## src/rtl/ram_arbiter_if.sv

```systemverilog
// ram_arbiter_if
// Bundles every request, response and RAM-side signal of the RAM arbiter
// into one interface so the arbiter and its users connect through one port.
//
// Signals:
//   reqValid/reqReady    request handshake, bit0 = LSU port, bit1 = fetch port
//   reqAddr0/1           byte address per port
//   reqWrite0/1          1 = store
//   reqSize0/1           funct3 size code ([1:0] size, [2] unsigned load)
//   reqWdata0/1          right-aligned store data
//   rspValid/rspReady    response handshake per port
//   rspRdata/rspErr      shared response payload
//   memAddress           RAM word address
//   memWriteData         lane-replicated write word
//   memWrite/byteMask    RAM write enable and byte-lane enables
//   memReadData          RAM read data, one cycle after the read is issued
//
// Modports:
//   slave   the arbiter side
//   master  the requester / RAM side (used by the testbench)
interface ram_arbiter_if;
    logic [1:0]  reqValid;
    logic [1:0]  reqReady;
    logic [31:0] reqAddr0;
    logic [31:0] reqAddr1;
    logic        reqWrite0;
    logic        reqWrite1;
    logic [2:0]  reqSize0;
    logic [2:0]  reqSize1;
    logic [31:0] reqWdata0;
    logic [31:0] reqWdata1;
    logic [1:0]  rspValid;
    logic [1:0]  rspReady;
    logic [31:0] rspRdata;
    logic        rspErr;
    logic [31:0] memAddress;
    logic [31:0] memWriteData;
    logic        memWrite;
    logic [3:0]  byteMask;
    logic [31:0] memReadData;

    modport slave (
        input  reqValid, reqAddr0, reqAddr1, reqWrite0, reqWrite1,
               reqSize0, reqSize1, reqWdata0, reqWdata1, rspReady, memReadData,
        output reqReady, rspValid, rspRdata, rspErr,
               memAddress, memWriteData, memWrite, byteMask
    );

    modport master (
        output reqValid, reqAddr0, reqAddr1, reqWrite0, reqWrite1,
               reqSize0, reqSize1, reqWdata0, reqWdata1, rspReady, memReadData,
        input  reqReady, rspValid, rspRdata, rspErr,
               memAddress, memWriteData, memWrite, byteMask
    );
endinterface

```

## src/rtl/ram_arbiter.sv

```systemverilog
// ram_arbiter
// Shares one 32-bit single-port RAM between the load/store port (port 0)
// and the instruction-fetch port (port 1). Requests are granted round-robin
// with a single access outstanding. Byte/half/word accesses are turned into
// a word address, a lane-replicated write word and a byte mask; load data is
// lane-selected and sign/zero-extended. Misaligned or out-of-range accesses
// are answered with an error response without touching the RAM.
//
// Ports:
//   clk    rising-edge clock
//   reset  synchronous active-high reset
//   bus    ram_arbiter_if.slave (request/response channels and RAM side)
//
// Parameters:
//   ADDR_W  word-address width of the RAM; byte addresses use [ADDR_W+1:0]
module ram_arbiter #(
    parameter int ADDR_W = 14
) (
    input  logic          clk,
    input  logic          reset,
    ram_arbiter_if.slave  bus
);

    typedef enum logic [1:0] {
        IDLE,
        ISSUE,
        CAPTURE,
        RESP
    } state_t;

    state_t      state;
    logic        lastGrant;
    logic        grantPort;
    logic [1:0]  latLane;
    logic        latWrite;
    logic [2:0]  latSize;

    logic [1:0]  rspValidQ;
    logic [31:0] rspRdataQ;
    logic        rspErrQ;
    logic [31:0] memAddressQ;
    logic [31:0] memWriteDataQ;
    logic [3:0]  byteMaskQ;

    logic [1:0]  grantVec;
    logic        selPort;
    logic [31:0] selAddr;
    logic [31:0] selWdata;
    logic        selWrite;
    logic [2:0]  selSize;
    logic        selErr;
    logic [3:0]  selMask;
    logic [31:0] selLaneData;

    logic [7:0]  byteVal;
    logic [15:0] halfVal;
    logic [31:0] loadData;

    // Round-robin grant. Only offered in IDLE; on a tie the port that did
    // not win last time gets the grant.
    always_comb begin
        grantVec = 2'b00;
        selPort  = 1'b0;
        if (state == IDLE && !reset) begin
            case (bus.reqValid)
                2'b01: begin
                    grantVec = 2'b01;
                    selPort  = 1'b0;
                end
                2'b10: begin
                    grantVec = 2'b10;
                    selPort  = 1'b1;
                end
                2'b11: begin
                    if (lastGrant) begin
                        grantVec = 2'b01;
                        selPort  = 1'b0;
                    end else begin
                        grantVec = 2'b10;
                        selPort  = 1'b1;
                    end
                end
                default: begin
                    grantVec = 2'b00;
                    selPort  = 1'b0;
                end
            endcase
        end
    end

    // Request fields of whichever port is being looked at this cycle.
    always_comb begin
        selAddr  = selPort ? bus.reqAddr1  : bus.reqAddr0;
        selWdata = selPort ? bus.reqWdata1 : bus.reqWdata0;
        selWrite = selPort ? bus.reqWrite1 : bus.reqWrite0;
        selSize  = selPort ? bus.reqSize1  : bus.reqSize0;
    end

    // Alignment, size-code and range checks on the request being accepted.
    always_comb begin
        selErr = 1'b0;
        if ((selAddr >> (ADDR_W + 2)) != 32'd0) begin
            selErr = 1'b1;
        end
        case (selSize[1:0])
            2'b01:   if (selAddr[0]) selErr = 1'b1;
            2'b10:   if (selAddr[1:0] != 2'b00) selErr = 1'b1;
            2'b11:   selErr = 1'b1;
            default: ;
        endcase
    end

    // Byte-lane mask and replicated write word. Reads always enable all
    // lanes so the RAM returns the whole word for lane selection later.
    always_comb begin
        case (selSize[1:0])
            2'b00: begin
                selMask     = 4'b0001 << selAddr[1:0];
                selLaneData = {4{selWdata[7:0]}};
            end
            2'b01: begin
                selMask     = 4'b0011 << {selAddr[1], 1'b0};
                selLaneData = {2{selWdata[15:0]}};
            end
            default: begin
                selMask     = 4'b1111;
                selLaneData = selWdata;
            end
        endcase
        if (!selWrite) begin
            selMask = 4'b1111;
        end
    end

    // Lane selection and extension of the word coming back from the RAM.
    always_comb begin
        case (latLane)
            2'b00:   byteVal = bus.memReadData[7:0];
            2'b01:   byteVal = bus.memReadData[15:8];
            2'b10:   byteVal = bus.memReadData[23:16];
            default: byteVal = bus.memReadData[31:24];
        endcase
        halfVal = latLane[1] ? bus.memReadData[31:16] : bus.memReadData[15:0];
        case (latSize[1:0])
            2'b00:   loadData = latSize[2] ? {24'h000000, byteVal}
                                           : {{24{byteVal[7]}}, byteVal};
            2'b01:   loadData = latSize[2] ? {16'h0000, halfVal}
                                           : {{16{halfVal[15]}}, halfVal};
            default: loadData = bus.memReadData;
        endcase
    end

    // Main controller. Requests are latched on the accept edge, so later
    // changes on the requester inputs cannot disturb the access. Good
    // requests go through ISSUE and CAPTURE; rejected ones jump straight
    // to RESP with the error flag set.
    always_ff @(posedge clk) begin
        if (reset) begin
            state         <= IDLE;
            lastGrant     <= 1'b1;
            grantPort     <= 1'b0;
            latLane       <= 2'b00;
            latWrite      <= 1'b0;
            latSize       <= 3'b000;
            rspValidQ     <= 2'b00;
            rspRdataQ     <= 32'd0;
            rspErrQ       <= 1'b0;
            memAddressQ   <= 32'd0;
            memWriteDataQ <= 32'd0;
            byteMaskQ     <= 4'b0000;
        end else begin
            case (state)
                IDLE: begin
                    if (grantVec != 2'b00) begin
                        lastGrant <= selPort;
                        grantPort <= selPort;
                        latLane   <= selAddr[1:0];
                        latWrite  <= selWrite;
                        latSize   <= selSize;
                        if (selErr) begin
                            rspErrQ   <= 1'b1;
                            rspRdataQ <= 32'd0;
                            rspValidQ <= selPort ? 2'b10 : 2'b01;
                            state     <= RESP;
                        end else begin
                            rspErrQ       <= 1'b0;
                            memAddressQ   <= 32'(selAddr[ADDR_W+1:2]);
                            memWriteDataQ <= selLaneData;
                            byteMaskQ     <= selMask;
                            state         <= ISSUE;
                        end
                    end
                end
                ISSUE: begin
                    state <= CAPTURE;
                end
                CAPTURE: begin
                    rspRdataQ <= latWrite ? 32'd0 : loadData;
                    rspErrQ   <= 1'b0;
                    rspValidQ <= grantPort ? 2'b10 : 2'b01;
                    state     <= RESP;
                end
                RESP: begin
                    if (bus.rspReady[grantPort]) begin
                        rspValidQ <= 2'b00;
                        state     <= IDLE;
                    end
                end
                default: begin
                    state <= IDLE;
                end
            endcase
        end
    end

    // The write strobe is gated by reset directly so a store whose ISSUE
    // cycle coincides with reset never reaches the RAM.
    assign bus.memWrite     = (state == ISSUE) && latWrite && !reset;
    assign bus.reqReady     = grantVec;
    assign bus.rspValid     = rspValidQ;
    assign bus.rspRdata     = rspRdataQ;
    assign bus.rspErr       = rspErrQ;
    assign bus.memAddress   = memAddressQ;
    assign bus.memWriteData = memWriteDataQ;
    assign bus.byteMask     = byteMaskQ;

endmodule

```

## src/flat_wrapper.sv

```systemverilog
// flat-port wrapper written by rule: the top's interface ports become plain ports
module ram_arbiter_flat 
#(
    parameter int ADDR_W = 14
)
  (clk, reset, bus_reqValid, bus_reqAddr0, bus_reqAddr1, bus_reqWrite0, bus_reqWrite1, bus_reqSize0, bus_reqSize1, bus_reqWdata0, bus_reqWdata1, bus_rspReady, bus_memReadData, bus_reqReady, bus_rspValid, bus_rspRdata, bus_rspErr, bus_memAddress, bus_memWriteData, bus_memWrite, bus_byteMask);
  ram_arbiter_if bus_i ();
  input  logic clk;
  input  logic reset;
  input wire logic [$bits(bus_i.reqValid)-1:0] bus_reqValid;
  input wire logic [$bits(bus_i.reqAddr0)-1:0] bus_reqAddr0;
  input wire logic [$bits(bus_i.reqAddr1)-1:0] bus_reqAddr1;
  input wire logic [$bits(bus_i.reqWrite0)-1:0] bus_reqWrite0;
  input wire logic [$bits(bus_i.reqWrite1)-1:0] bus_reqWrite1;
  input wire logic [$bits(bus_i.reqSize0)-1:0] bus_reqSize0;
  input wire logic [$bits(bus_i.reqSize1)-1:0] bus_reqSize1;
  input wire logic [$bits(bus_i.reqWdata0)-1:0] bus_reqWdata0;
  input wire logic [$bits(bus_i.reqWdata1)-1:0] bus_reqWdata1;
  input wire logic [$bits(bus_i.rspReady)-1:0] bus_rspReady;
  input wire logic [$bits(bus_i.memReadData)-1:0] bus_memReadData;
  output wire logic [$bits(bus_i.reqReady)-1:0] bus_reqReady;
  output wire logic [$bits(bus_i.rspValid)-1:0] bus_rspValid;
  output wire logic [$bits(bus_i.rspRdata)-1:0] bus_rspRdata;
  output wire logic [$bits(bus_i.rspErr)-1:0] bus_rspErr;
  output wire logic [$bits(bus_i.memAddress)-1:0] bus_memAddress;
  output wire logic [$bits(bus_i.memWriteData)-1:0] bus_memWriteData;
  output wire logic [$bits(bus_i.memWrite)-1:0] bus_memWrite;
  output wire logic [$bits(bus_i.byteMask)-1:0] bus_byteMask;
  assign bus_i.reqValid = bus_reqValid;
  assign bus_i.reqAddr0 = bus_reqAddr0;
  assign bus_i.reqAddr1 = bus_reqAddr1;
  assign bus_i.reqWrite0 = bus_reqWrite0;
  assign bus_i.reqWrite1 = bus_reqWrite1;
  assign bus_i.reqSize0 = bus_reqSize0;
  assign bus_i.reqSize1 = bus_reqSize1;
  assign bus_i.reqWdata0 = bus_reqWdata0;
  assign bus_i.reqWdata1 = bus_reqWdata1;
  assign bus_i.rspReady = bus_rspReady;
  assign bus_i.memReadData = bus_memReadData;
  assign bus_reqReady = bus_i.reqReady;
  assign bus_rspValid = bus_i.rspValid;
  assign bus_rspRdata = bus_i.rspRdata;
  assign bus_rspErr = bus_i.rspErr;
  assign bus_memAddress = bus_i.memAddress;
  assign bus_memWriteData = bus_i.memWriteData;
  assign bus_memWrite = bus_i.memWrite;
  assign bus_byteMask = bus_i.byteMask;
  ram_arbiter #(.ADDR_W(ADDR_W)) u_core (.clk(clk), .reset(reset), .bus(bus_i));
endmodule
```

## config.mk

```make
export PLATFORM = sky130hd
export DESIGN_NAME = ram_arbiter_flat
export DESIGN_NICKNAME = d
export VERILOG_FILES = /design/src/rtl/ram_arbiter_if.sv /design/src/rtl/ram_arbiter.sv /design/src/flat_wrapper.sv
export SDC_FILE = /design/constraint.sdc
export NUM_CORES = 1
export LEC_CHECK = 0
export CORE_MARGIN = 3
export CORE_UTILIZATION = 30
export DETAILED_ROUTE_END_ITERATION = 10
export HOLD_SLACK_MARGIN = 0.1
export PLACE_DENSITY = 0.7
export SYNTH_ARGS = -nofsm -noshare
export SYNTH_HDL_FRONTEND = slang
export SYNTH_SLANG_ARGS = --single-unit
```

## constraint.sdc

```tcl
create_clock -name clk -period 5.5 [get_ports clk]
set_input_delay 1.1 -clock clk [delete_from_list [all_inputs] [get_ports clk]]
set_output_delay 1.1 -clock clk [all_outputs]
set_load 0.005 [all_outputs]
```

After elaboration in Yosys (flattened, before gate mapping)
Cells that the tools add are included.

cells by class
  $lt $le $gt $ge = 1
  equal/unequal tests = 15
  shift-type cells = 2
  mux-type cells = 40
  bitwise gates (word level) = 1
  reduce and logical (&&, ||, !) cells = 19

operators with widths
  operator                                               count
  two-way mux 32 bit                                     7
  case mux 32 bit (2 select lines)                       3
  nonzero test 32 bit                                    1
  case mux 8 bit (3 select lines)                        1
  two-way mux 2 bit                                      9
  two-way mux 16 bit                                     1
  == test 2 bit, second input constant                   7
  case mux 2 bit (3 select lines)                        2
  == test 2 x 1 -> 1 bit, second input constant          5
  two-way mux 1 bit                                      10
  logical NOT 2 bit                                      4
  case mux 2 bit (4 select lines)                        1
  case mux 4 bit (2 select lines)                        1
  AND reduction 2 bit                                    3
  AND reduction 3 bit                                    2
  nonzero test 2 bit                                     3
  two-way mux 4 bit                                      1
  inequality test 2 x 1 -> 1 bit, second input constant  2
  case mux 1 bit (2 select lines)                        2
  AND reduction 4 bit                                    1
  << shifter 1 x 2 -> 4 bit, first input constant        1
  << shifter 2 x 2 -> 4 bit, first input constant        1
  logical AND 1 bit                                      3
  two-way mux 3 bit                                      1
  6 further kinds                                        6

word-level totals
  register bits = 95
  output and inout port bits = 106
  logic and storage cells = 90

Depth between registers and ports, before layout
Gate-level depths: netlist of run 1.

  depth after elaboration = 11
  gate-level depth with buffers = 17
  gate-level depth less buffers = 14

Worst setup path before layout of run 1
Ideal clock, no wire load.

  kind = input-to-reg
  start = in reset
  end = reg u_core.rspRdataQ[29] (netlist: u_core.bus.rspRdata[29])
  data arrival time = 4.322 ns
  required time = 5.377 ns
  setup slack = 1.055 ns
  cell stages on the path = 14
  path buffers = 4
  cells stage by stage = buf_6 and3b_1 buf_4 nand2_8 inv_2 clkbuf_1 mux2i_1 ha_1 clkinv_1 nor4_4 nor2_1 a31oi_4 buf_6 mux2_1

between the ends
  elaborated cells on any way between the ends = 19

RTL lines
  element                                 line                RTL
  start: declaration                      flat_wrapper.sv:9   input logic reset;
  logical NOT 1 bit                       ram_arbiter.sv:64   if (state == IDLE && !reset) begin
  logical AND 1 bit                       ram_arbiter.sv:64
  two-way mux 2 bit                       ram_arbiter.sv:64
  via bus_reqReady[1]                     flat_wrapper.sv:21  output wire logic [$bits(bus_i.reqReady)-1:0] bus_reqReady;
  nonzero test 2 bit                      ram_arbiter.sv:174  if (grantVec != 2'b00) begin
  inequality test 2 bit (no source line)  -
  AND reduction 3 bit (no source line)    -
  end signal: assignment                  ram_arbiter.sv:198  rspRdataQ <= latWrite ? 32'd0 : loadData;
  end: declaration                        ram_arbiter.sv:39   logic [31:0] rspRdataQ;

The timed path passes the listed nets, and every way through them passes these cells.
A chain may end at the register's enable or synchronous reset.

Worst setup path in the final report of run 1
  start = in bus_reqValid[1]
  end = reg u_core.rspRdataQ[28] (netlist: u_core.bus.rspRdata[28])

between the ends
  longest elaborated chain between the ends = 10
  elaborated cells on any way between the ends = 22

RTL lines
  element                                          line                                    RTL
  start: declaration                               flat_wrapper.sv:10                      input wire logic [$bits(bus_i.reqValid)-1:0] bus_reqValid;
  == test 2 bit                                    ram_arbiter.sv:65                       case (bus.reqValid)
  case mux 1 bit (2 select lines)                  ram_arbiter.sv:65
  two-way mux 1 bit                                ram_arbiter.sv:64
  two-way mux 32 bit                               ram_arbiter.sv:93                       selAddr = selPort ? bus.reqAddr1 : bus.reqAddr0;
  nonzero test 32 bit                              ram_arbiter.sv:102                      if ((selAddr >> (ADDR_W + 2)) != 32'd0) begin
  two-way mux 1 bit                                ram_arbiter.sv:102
  two-way mux 1 bit (on tied branches)             ram_arbiter.sv:107, ram_arbiter.sv:106
  case mux 1 bit (3 select lines)                  ram_arbiter.sv:105                      case (selSize[1:0])
  inequality test 2 x 1 -> 1 bit (no source line)  -
  AND reduction 3 bit (no source line) *           -

Every way passes the cells marked *; elsewhere a longest branch is shown, timed or not.

==> metrics.yaml, run 1 <==
avgSynthCellArea_um2: 8.98
setup_viol: 0
worstHoldPathCells: 2
crit_start: "bus_reqValid[1]"
layout-drive-gt1-share_pct: 6.53
clockBufferDepth: 2
synth_edf_count: 0
vdd_ir_drop_max_mv: 0.146
placementRows: 51
hp-class: "reg2reg"
area_growth_pct: 50.4
hp-start: "u_core.bus.memWriteData[2]"
ys_seq_elements: 95
grt_util_all_layers_pct: 17.8
dpl.hpwl_um: 15700
grt_setup_unrepaired: "no"
die_w_um: 148
dieArea_um2: 22000
maxCapViolations: 0
cts_sinks: 95
holdWs_ns: 0.459
die_h_um: 148
ant_nets: 0
place_congestion: 0.898
fin_crit_ns: 4.72
initial_core_util_pct: 30.9
vias_per_cell: 4.90
cts_buffers: 9
pwr_density_cell_nw_per_um2: 289
period_share_pct: 85.8
firstDrtPassIters: 4
seq_area_frac_synth_pct: 31.3
wl_um: 20500
syn_inst: 676
worstSetupEndpointType: "flip-flop"
cellLeakagePower_uw: 0.00388
cts_root_buffer: "clkbuf_16"
outcome: "finished clean"
post-cts-setup-buffers: 0
synth_ff_type: "dfxtp_1"
drt_iter0_markers: 300
cts_hold_buf: 0
grt_pass1_vias: 5558
numPortBuffers: 261
clk_latency_ns: 0.35
drv_slew: 0
worst_ep_arrival_time_ns: 4.95
syn_area_um2: 6070
num_io_pins: 280
r2r-start: "u_core.state[1]"
cts-resized-gates: 0
nFillCells: 1963
p_total_uw: 2640
critPathRequiredTime_ns: 5.74
grt_pass1_wl_um: 30800
slew_headroom_pct: 33.0
max_freq_mhz: 212
grt_max_degree: 91
cts_tree: "built"
grt_overflow: 0
worst_slew_pin_slew_ns: 0.997
criticalPathCategory: "in2reg"
setup_tns_ns: 0
clk_pin_slew_worst_paths_ns: 0.07
vias: 5798
drcViolationCount: 0
rr_worst_depth: 13
worstPathMaxFanout: 32
nets: 1098
skew_ns: 0.00750
yosysWarnings: 0
start_kind: "input port"
n_antenna_cell: 0
coreArea_um2: 19700
async_flop_share_pct: 0
wire_per_inst_um: 17.3
synth.distinct_cells: 62
antenna_found_initial: 0
h-tree-depth: 3
final_hold_viol_count: 0
## worst paths after layout
path | slack, ns | end
setup / recovery | 0.78 | u_core.bus.rspRdata[28]
hold reg to reg | 0.46 | u_core.bus.memWriteData[2]
hold / removal | 0.46 | u_core.bus.memWriteData[2]
setup reg to reg | 1.23 | u_core.bus.rspRdata[28]
## registers in the layout (all words and copies together), names as in the netlist
signal and flops:
u_core.latSize 3, u_core.state 2, u_core.latLane 2, u_core.bus.memWriteData 32, u_core.bus.rspErr 1, u_core.lastGrant 1
u_core.bus.rspRdata 32, u_core.bus.memAddress 14, u_core.bus.byteMask 4, u_core.latWrite 1, u_core.bus.rspValid 2, u_core.grantPort 1
## per-layer routing
metal  up-vias  global-route usage, %  share of wire, %
met5         -                      0                 0
met4         0                   4.25               1.5
met3        25                   5.64               9.0
met2       242                   29.9                47
met1      2664                   22.3                42
li1       2867                      -                 -
## power by group
part	switching, µW	leakage [µW]	internal (µW)
registers	75.3	0.000771	783
clock network	283	0.000157	402
logic	538	0.00295	555
## per-stage QoR
stage / instance area, µm² / worst slack [ns] / std cells / util (%)
after global placement: 8810 / 0.624 / 1168 / 44.8
after floorplan: 6130 / 1.05 / 693 / -
after global routing: 9130 / 0.564 / 1184 / 46.4
after detailed placement: 8810 / 0.437 / 1168 / 44.8
final: 9130 / 0.782 / 1184 / 46.4
after CTS: 9130 / 0.812 / 1184 / 46.4
## cells in the mapped netlist, drive strengths merged (2+ instances only)
cell type / n / area, µm²
a21oi: 47 / 235
a21boi: 3 / 22.5
a31o: 2 / 17.5
buf: 39 / 294
o221a: 7 / 78.8
a31oi: 2 / 27.5
nor2b: 31 / 194
o211ai: 3 / 22.5
o31a: 7 / 61.3
nand3: 5 / 25.0
inv: 30 / 113
o21ai: 6 / 30.0
nand2b: 59 / 369
nor3: 11 / 55.1
a211oi: 13 / 113
and3b: 2 / 17.5
and2: 3 / 18.8
a211o: 7 / 61.3
clkbuf: 25 / 93.8
dfxtp: 95 / 1900
o22ai: 9 / 56.3
a2111oi: 2 / 17.5
mux2i: 88 / 885
nor2: 32 / 120
a221oi: 4 / 35.0
nand2: 39 / 163
a311o: 8 / 80.1
clkinv: 3 / 11.3
mux2: 36 / 405
o221ai: 8 / 70.1
ha: 10 / 125
a311oi: 2 / 17.5
or3: 6 / 37.5
nor4: 15 / 145
and3: 3 / 18.8
## layout make-up
class / instances / area (µm²) / share of cell area (%)
flip-flops and latches: 95 / 1900 / 20.8
well taps: 265 / 332 / 3.63
inverters: 33 / 124 / 1.36
clock inverters: 6 / 91.3 / 1.00
multi-input cells: 501 / 3730 / 40.9
repair buffers: 274 / 2720 / 29.8
clock buffers: 10 / 229 / 2.51
## logic make-up after synthesis
kind of cell / synth area share (%)
AO/OA/AOI/OAI: 16.8
adder cells (fa/ha/maj): 2.06
buffers and inverters: 8.43
flip-flops: 31.3
multiplexers: 21.6
other: 0.0618
AND/OR/NAND/NOR: 19.6
## placed cells by master, fill, tap and decap left out, types with 18 or more instances in the layout
cell type and n:
a21oi_1 47, inv_1 29, conb_1 18, nor2_1 32, dfxtp_1 95, mux2i_1 87
nand2b_1 59, clkdlybuf4s50_1 260, mux2_1 29, nor2b_1 31, nand2_1 38
## worst max-delay path, stage by stage
cell             delay, ns
clkdlybuf4s50_1       0.55
and3b_1               0.38
nand2_8               0.07
inv_2                 0.07
mux2i_1               0.36
ha_1                  0.34
clkinv_1              0.40
nor4_4                0.53
nor2_1                0.16
a31oi_4               0.17
buf_4                 0.42
mux2_1                0.37
Note: power is estimated with default switching activity, not from simulation.
==> run 2, diff against run 1 <==
--- a/config.mk
+++ b/config.mk
@@ -8,7 +8,7 @@
 export CORE_MARGIN = 3
 export CORE_UTILIZATION = 30
 export DETAILED_ROUTE_END_ITERATION = 10
-export HOLD_SLACK_MARGIN = 0.1
+export MAX_ROUTING_LAYER = met4
 export PLACE_DENSITY = 0.7
 export SYNTH_ARGS = -nofsm -noshare
 export SYNTH_HDL_FRONTEND = slang
==> metrics.yaml, run 2 (synthesis gave the netlist of run 1 again) <==
outcome: "finished clean"
slowest_delay_ns: 0.55
placed_cell_area_um2: 8810
cts_sinks: 95
clk_latency_ns: 0.35
dp_slack_ns: 0.437
placementRows: 51
antenna_found_initial: 0
drv_slew: 0
dpl.cell_count: 1168
path_buf_inv: 4
grt_pass1_vias: 5546
dr_wl_met2_um: 9620
vdd_ir_drop_max_mv: 0.145
period_share_pct: 85.4
clk_pin_slew_worst_paths_ns: 0.07
maxCapViolations: 0
cts_buffers: 9
grt_util_all_layers_pct: 18.3
highest_layer: "met4"
area_growth_pct: 50.4
h-tree-depth: 3
setup_tns_ns: 0
met3_length_um: 1590
num_io_pins: 280
initial_core_util_pct: 30.9
drt_iter0_markers: 289
final_hold_viol_count: 0
ant_nets: 0
critPathRequiredTime_ns: 5.74
finalInstanceArea_um2: 9130
firstDrtPassIters: 5
hp-class: "reg2reg"
fin_crit_ns: 4.70
grt_pass1_wl_um: 30800
die_w_um: 148
setup_viol: 0
slew_headroom_pct: 35.5
layout-drive-gt1-share_pct: 6.53
vias: 5785
coreArea_um2: 19700
path_cells: "clkdlybuf4s50_1 > and3b_1 > nand2_8 > inv_2 > mux2i_1 > ha_1 > clkinv_1 > nor4_4 > nor2_1 > a31oi_4 > buf_4 > mux2_1"
place_congestion: 0.913
wire_per_inst_um: 17.3
cts_root_buffer: "clkbuf_16"
wl_um: 20500
clockBufferDepth: 2
cellLeakagePower_uw: 0.00388
vias_per_cell: 4.89
pwr_density_cell_nw_per_um2: 289
worstSetupEndpointType: "flip-flop"
die_h_um: 148
worst_slew_pin_slew_ns: 0.961
n_antenna_cell: 0
numPortBuffers: 261
final_cell_mix: "clkdlybuf4s50_1, dfxtp_1, mux2i_1"
dpl.hpwl_um: 15700
cp_slowest_cell: "clkdlybuf4s50_1"
grt_setup_unrepaired: "no"
start_kind: "input port"
drcViolationCount: 0
cts-resized-gates: 0
grt_max_degree: 91
grt_overflow: 0
max_freq_mhz: 213
cts_hold_buf: 0
cts_tree: "built"
skew_ns: 0.00566
holdWs_ns: 0.459
final.setup.worst_slack_ns: 0.801
criticalPathCategory: "in2reg"
dieArea_um2: 22000
crit_family: "buffers and inverters"
worst_ep_arrival_time_ns: 4.94
worstPathMaxFanout: 32
post-cts-setup-buffers: 0
fin_cells: 1184
m1WireLength_um: 8980
final_common_cell: "clkdlybuf4s50_1"
nets: 1098
==> run 2: metrics by stage <==
stage          util, %  total power [µW]
2_1_floorplan        -              1530
3_3_place_gp      44.8              1960
3_5_place_dp      44.8              1960
4_1_cts           46.4              2660
5_1_grt           46.4              2800
6_report          46.4              2640
==> run 2: power by group <==
group | leakage (µW) | total (µW) | internal, µW | switching, µW
sequential | 0.000771 | 858 | 783 | 75.1
combinational | 0.00295 | 1100 | 555 | 540
clock | 0.000157 | 687 | 402 | 284
==> run 2: layout make-up <==
class / count / area [µm²]
clock buffers: 10 / 229
clock inverters: 6 / 91.3
fillers: 1963 / 10500
inverters: 33 / 124
multi-input cells: 501 / 3730
flip-flops and latches: 95 / 1900
well taps: 265 / 332
repair buffers: 274 / 2720
==> run 2: routing by layer <==
metal  vias up  global-route usage (%)
met1      2674                    22.9
met5         -                       -
met4         0                    4.25
li1       2863                       -
met2       222                    29.8
met3        26                    4.97
==> run 2: worst paths after layout <==
check	from	end	slack, ns	depth (start not counted)
worst max-delay path	bus_reqValid[1]	u_core.bus.rspRdata[14]	0.80	12
worst min-delay path	u_core.bus.memWriteData[2]	u_core.bus.memWriteData[2]	0.46	2
worst max register to register	u_core.state[1]	u_core.bus.rspRdata[14]	1.25	13
worst min register to register	u_core.bus.memWriteData[2]	u_core.bus.memWriteData[2]	0.46	2
==> run 2: worst register-to-register path, cell delays in order (launching register included) <==
cell,delay [ns]
dfxtp_1,0.35
inv_1,0.14
ha_1,0.34
and3b_1,0.40
nand2_8,0.07
inv_2,0.07
mux2i_1,0.35
ha_1,0.34
clkinv_1,0.39
nor4_4,0.54
nor2_1,0.16
a31oi_4,0.17
buf_4,0.42
mux2_1,0.39
